==> config.mk <==
export PLATFORM = sky130hd
export DESIGN_NAME = alu_arbiter
export DESIGN_NICKNAME = d
export VERILOG_FILES = /design/src/rtl/alu_arbiter_pkg.sv /design/src/rtl/alu_arbiter_alu.sv /design/src/rtl/alu_arbiter.sv
export SDC_FILE = /design/constraint.sdc
export NUM_CORES = 1
export LEC_CHECK = 0
export CAP_MARGIN = 20
export CORE_MARGIN = 2
export CORE_UTILIZATION = 35
export DETAILED_ROUTE_END_ITERATION = 12
export GPL_TIMING_DRIVEN = 0
export RECOVER_POWER = 100
export SKIP_LAST_GASP = 1
export SYNTH_ARGS = -nofsm -noshare
export SYNTH_HDL_FRONTEND = slang
export SYNTH_HIERARCHICAL = 1
export SYNTH_SLANG_ARGS = --single-unit
==> constraint.sdc <==
create_clock -name clk -period 6.8 [get_ports clk]
set_input_delay 1.02 -clock clk [delete_from_list [all_inputs] [get_ports clk]]
set_output_delay 1.02 -clock clk [all_outputs]
set_load 0.005 [all_outputs]
==> src/rtl/alu_arbiter_pkg.sv <==
// alu_arbiter_pkg: shared width default, ALU op encodings, FSM state
// encodings and the illegal-op helper for the alu_arbiter block.
package alu_arbiter_pkg;

  localparam int WIDTH_DEFAULT = 32;

  typedef enum logic [2:0] {
    ALU_ADD = 3'b000,
    ALU_SUB = 3'b001,
    ALU_AND = 3'b010,
    ALU_OR  = 3'b011,
    ALU_SRL = 3'b100,
    ALU_SRA = 3'b101
  } alu_op_e;

  typedef enum logic [1:0] {
    IDLE = 2'd0,
    EXEC = 2'd1,
    RESP = 2'd2
  } state_e;

  // Encodings 110 and 111 have no ALU function and return zero
  function automatic logic op_is_illegal(input logic [2:0] op);
    return op[2] & op[1];
  endfunction

endpackage

==> src/rtl/alu_arbiter_alu.sv <==
// alu_arbiter_alu: the shared combinational 32-bit ALU. Shifts take the full
// B operand as the shift amount, so B >= WIDTH shifts everything out.
module alu_arbiter_alu
  import alu_arbiter_pkg::*;
#(
  parameter int WIDTH = WIDTH_DEFAULT
) (
  input  logic [WIDTH-1:0] A,
  input  logic [WIDTH-1:0] B,
  input  logic [2:0]       ALUOp,
  output logic [WIDTH-1:0] C
);

  // Operation select; add/sub wrap modulo 2^WIDTH
  always_comb begin
    C = '0;
    case (ALUOp)
      ALU_ADD: C = A + B;
      ALU_SUB: C = A - B;
      ALU_AND: C = A & B;
      ALU_OR:  C = A | B;
      ALU_SRL: C = A >> B;
      ALU_SRA: C = $signed(A) >>> B;
      default: C = '0;
    endcase
  end

endmodule

==> src/rtl/alu_arbiter.sv <==
// alu_arbiter: round-robin sharing of one ALU between two requesters.
// IDLE accepts one request, EXEC evaluates it, RESP presents the result
// until the granted requester takes it.
// Optional feature: define ALU_ARB_ILLEGAL_OP_EN to add the resp_err output.
module alu_arbiter
  import alu_arbiter_pkg::*;
#(
  parameter int WIDTH = WIDTH_DEFAULT
) (
  input  logic             clk,
  input  logic             reset,
  input  logic             req_valid0,
  input  logic             req_valid1,
  output logic             req_ready0,
  output logic             req_ready1,
  input  logic [WIDTH-1:0] req_A0,
  input  logic [WIDTH-1:0] req_B0,
  input  logic [WIDTH-1:0] req_A1,
  input  logic [WIDTH-1:0] req_B1,
  input  logic [2:0]       req_op0,
  input  logic [2:0]       req_op1,
  output logic             resp_valid0,
  output logic             resp_valid1,
  input  logic             resp_ready0,
  input  logic             resp_ready1,
  output logic [WIDTH-1:0] resp_C
`ifdef ALU_ARB_ILLEGAL_OP_EN
  ,
  output logic             resp_err
`endif
);

  state_e           r_state;
  logic             r_last;
  logic             r_gnt;
  logic [WIDTH-1:0] r_a;
  logic [WIDTH-1:0] r_b;
  logic [2:0]       r_op;
  logic [WIDTH-1:0] r_c;
`ifdef ALU_ARB_ILLEGAL_OP_EN
  logic             r_err;
`endif

  logic             w_any;
  logic             w_win;
  logic [WIDTH-1:0] w_a;
  logic [WIDTH-1:0] w_b;
  logic [2:0]       w_op;
  logic [WIDTH-1:0] w_alu_c;
  logic [WIDTH-1:0] w_c;
  logic             w_resp_take;

  // Winner selection: a lone requester wins, a tie goes to the one not served last
  always_comb begin
    w_any = req_valid0 | req_valid1;
    if (req_valid0 && req_valid1) begin
      w_win = ~r_last;
    end else begin
      w_win = req_valid1;
    end
    w_a  = w_win ? req_A1  : req_A0;
    w_b  = w_win ? req_B1  : req_B0;
    w_op = w_win ? req_op1 : req_op0;
  end

  assign req_ready0 = ~reset && (r_state == IDLE) && w_any && ~w_win;
  assign req_ready1 = ~reset && (r_state == IDLE) && w_any &&  w_win;

  alu_arbiter_alu #(.WIDTH(WIDTH)) u_alu (
    .A     (r_a),
    .B     (r_b),
    .ALUOp (r_op),
    .C     (w_alu_c)
  );

  assign w_c         = op_is_illegal(r_op) ? '0 : w_alu_c;
  assign w_resp_take = r_gnt ? resp_ready1 : resp_ready0;

  // Control FSM plus operand/result registers
  always_ff @(posedge clk or posedge reset) begin
    if (reset) begin
      r_state <= IDLE;
      r_last  <= 1'b1;
      r_gnt   <= 1'b0;
      r_a     <= '0;
      r_b     <= '0;
      r_op    <= '0;
      r_c     <= '0;
`ifdef ALU_ARB_ILLEGAL_OP_EN
      r_err   <= 1'b0;
`endif
    end else begin
      case (r_state)
        IDLE: begin
          if (w_any) begin
            r_a     <= w_a;
            r_b     <= w_b;
            r_op    <= w_op;
            r_gnt   <= w_win;
            r_state <= EXEC;
          end
        end
        EXEC: begin
          r_c     <= w_c;
`ifdef ALU_ARB_ILLEGAL_OP_EN
          r_err   <= op_is_illegal(r_op);
`endif
          r_state <= RESP;
        end
        RESP: begin
          if (w_resp_take) begin
            r_last  <= r_gnt;
            r_state <= IDLE;
          end
        end
        default: r_state <= IDLE;
      endcase
    end
  end

  assign resp_valid0 = (r_state == RESP) && ~r_gnt;
  assign resp_valid1 = (r_state == RESP) &&  r_gnt;
  assign resp_C      = r_c;
`ifdef ALU_ARB_ILLEGAL_OP_EN
  assign resp_err    = (r_state == RESP) && r_err;
`endif

endmodule

==> flow_summary.json <==
{
  "dr_total_vias": 10444,
  "max-clock-path-buffers": 2,
  "cp-startpoint": "r_b[1]",
  "violations": "capacitance limit, slew limit",
  "async_reset_ff_share_pct": 100,
  "htreeDepth": 3,
  "die-area_um2": 32400,
  "netlist_area_um2": 10800,
  "die_x_um": 180,
  "gp_congestion": 0.977,
  "startpoint_type": "flip-flop",
  "yosys-top-cells-count": "mux2_4 (134), a21oi_1 (115), dfrtp_1 (102), nor2_1 (94)",
  "power_frac_seq_pct": 16.9,
  "antenna_found_initial": 0,
  "yosysSeqAreaShare_pct": 23.8,
  "regArea_um2": 2580,
  "syn-num-nets": 1339,
  "fin_crit_sh_pct": 95.7,
  "n_antenna_cell": 0,
  "fp.dieH_um": 180,
  "placementRows": 64,
  "drv_cap": 2,
  "cellPowerDensity_nw_per_um2": 619,
  "setup_viol": 0,
  "multi_input_area_um2": 7450,
  "p_leak_nw": 5.41,
  "max-slew-margin-rel_pct": -86.0,
  "drc": 0,
  "grt_pass1_wl_um": 63800,
  "synth_top_area_share_pct": 23.6,
  "nNetsFinal": 1526,
  "firstDrtPassIters": 8,
  "min_path_type": "reg -> reg",
  "r2r-start": "r_b[1]",
  "initial_utilization_pct": 35.5,
  "final-instance-count-excl-fill": 1752,
  "tightest_slew_ps": 2790,
  "cts_resized": 0,
  "synth_cell_types": 75,
  "finClkSkew_ps": 11.1,
  "wirelength_um": 42700,
  "drv_slew": 107,
  "yosysMostFrequentCell": "mux2_4",
  "drive_gt1_share_pct": 10.5,
  "setup_ws_ps": 291,
  "status": "finished, violations left",
  "routed_via_density": 5.96,
  "numCtsBuffers": 9,
  "clock-sinks": 103,
  "cp-end-kind": "flip-flop",
  "drt-initial-drc-count": 1249,
  "clock_latency_ps": 370,
  "vdd_drop_max_mv": 0.240,
  "rsz0062_at_grt": "false",
  "required_ps": 7060,
  "grt_overflow_total": 0,
  "synth_edf_count": 0,
  "crit_arrival_ps": 6770,
  "area_delta_synth_final_pct": 21.1,
  "cts-root-buf": "clkbuf_16",
  "p_sw_mw": 4.49,
  "fin_tns_setup_ps": 0,
  "grt_pass1_vias": 10166,
  "grt_use_total_pct": 25.6,
  "synthCells": 1164,
  "cts_tree": "built",
  "period_needed_ps": 6510,
  "ys_warn_count": 6,
  "synth.avg_cell_area_um2": 9.30,
  "yosys_register_bits": 103,
  "p_int_mw": 3.63,
  "hp-start": "r_last",
  "dp_cells": 1736,
  "drtAntennaViolNets": 0,
  "path_clk_slew_ps": 80,
  "grt_max_degree": 54,
  "hpwl_um": 34100,
  "post-place-ws_ps": 189,
  "path_max_fanout": 10,
  "portBuffers": 175,
  "holdBufCountCts": 0,
  "postCtsSetupBuffers": 0,
  "power.share.switching_pct": 55.3,
  "fmax_mhz": 154,
  "drt-wirelength-per-cell_um": 24.3,
  "io_pins": 176,
  "power.share.clock_pct": 6.7,
  "nFillCells": 3116,
  "combPwrFrac_pct": 76.5,
  "critPathKind": "reg -> reg",
  "core-area_um2": 30500,
  "synth_top_area_cell": "dfrtp_1",
  "synthFlopType": "dfrtp_1",
  "finalHoldViolCount": 0,
  "synth_area_leaders": "dfrtp_1 (24%), mux2_4 (19%), a21oi_1 (5.3%), mux2i_1 (4.8%), ha_1 (3.9%)"
}
flip-flops by register name, indices dropped and copies added, names as in the netlist:
signal   count
r_a         32
r_b         32
resp_C      32
r_op         3
r_state      2
r_gnt        1
r_last       1
cells by family after synthesis:
family / share of synthesized area (%)
xor gates and xnor gates: 4.61
adders and majority gates: 5.96
and+or+nand+nor: 10.8
muxes: 27.6
buffers and inverters: 5.31
AOI/OAI and AO/OA: 21.8
DFF: 23.8
cells in the final DEF, fill, tap and decap left out, types with 10 or more instances in the layout:
cell / n
nand2_1: 71
clkdlybuf4s50_1: 136
a21oi_1: 115
o31ai_1: 11
a22o_1: 32
mux2i_1: 52
a211oi_1: 22
ha_1: 34
a21o_1: 12
mux2_4: 74
nor2_1: 93
nor2b_1: 10
mux4_2: 16
inv_1: 31
xnor2_1: 36
a31oi_1: 13
nand3_1: 15
nand2b_1: 10
o21ai_0: 73
mux2_1: 60
dfrtp_1: 102
maj3_1: 20
o221ai_1: 12
dlygate4sd3_1: 39
clkbuf_1: 65
nor3_1: 19
xor2_1: 21
worst max-delay path, stage by stage (launching register included):
cell,delay [ps]
dfrtp_1,390
clkbuf_1,300
clkbuf_2,360
nor2_1,590
nand2_1,280
nor2_2,570
nand2_1,340
o31ai_1,330
xor2_1,100
ha_1,390
nand4_1,170
or3_1,410
a211oi_1,550
o32ai_1,330
o21a_1,260
a21oi_1,260
mux2i_1,290
o221ai_1,220
a22o_1,260
power by group through the flow:
| stage | sequential (mW) | combinational (mW) | clock [mW] |
|---|---|---|---|
| finish | 1.37 | 6.21 | 0.542 |
| global route | 1.41 | 6.61 | 0.576 |
| CTS | 1.37 | 6.27 | 0.557 |
| floorplan | 1.19 | 4.45 | 0 |
| detailed placement | 1.38 | 6.25 | 0 |
| global placement | 1.38 | 6.24 | 0 |
final cells by class:
type                            instances  area share (%)
Buffer                                 84            3.17
Clock buffer                           10            1.75
Clock inverter                          6           0.487
Inverter                               34           0.983
Multi-Input combinational cell        943            56.8
Sequential cell                       103            19.7
Tap cell                              396            3.78
Timing Repair Buffer                  176            13.4
worst paths after layout:
check,to,slack (ps),cells after the start
worst min-delay path,r_last,500,1
worst max-delay path,resp_C[28],290,18
min in group asynchronous,r_gnt,1710,2
max in group asynchronous,resp_C[9],1700,3
worst min register to register,r_last,500,1
worst max register to register,resp_C[28],290,18
per-stage QoR:
stage / instance area, um^2 / power [mW] / utilization [%] / hold WS, ps
global placement: 13100 / 7.61 / 42.9 / 476
CTS: 13400 / 8.20 / 43.9 / 500
floorplan: 10800 / 5.64 / - / 470
detailed placement: 13100 / 7.63 / 43.0 / 484
finish: 13100 / 8.12 / 43.0 / 499
global route: 13100 / 8.59 / 43.0 / 502
metal layers:
layer	GRT usage [%]	share of wire, %
met5	0	0
met2	39.6	44
met3	4.03	9.0
met1	35.7	44
met4	10.0	3.6
(Power assumes the default switching activity.)
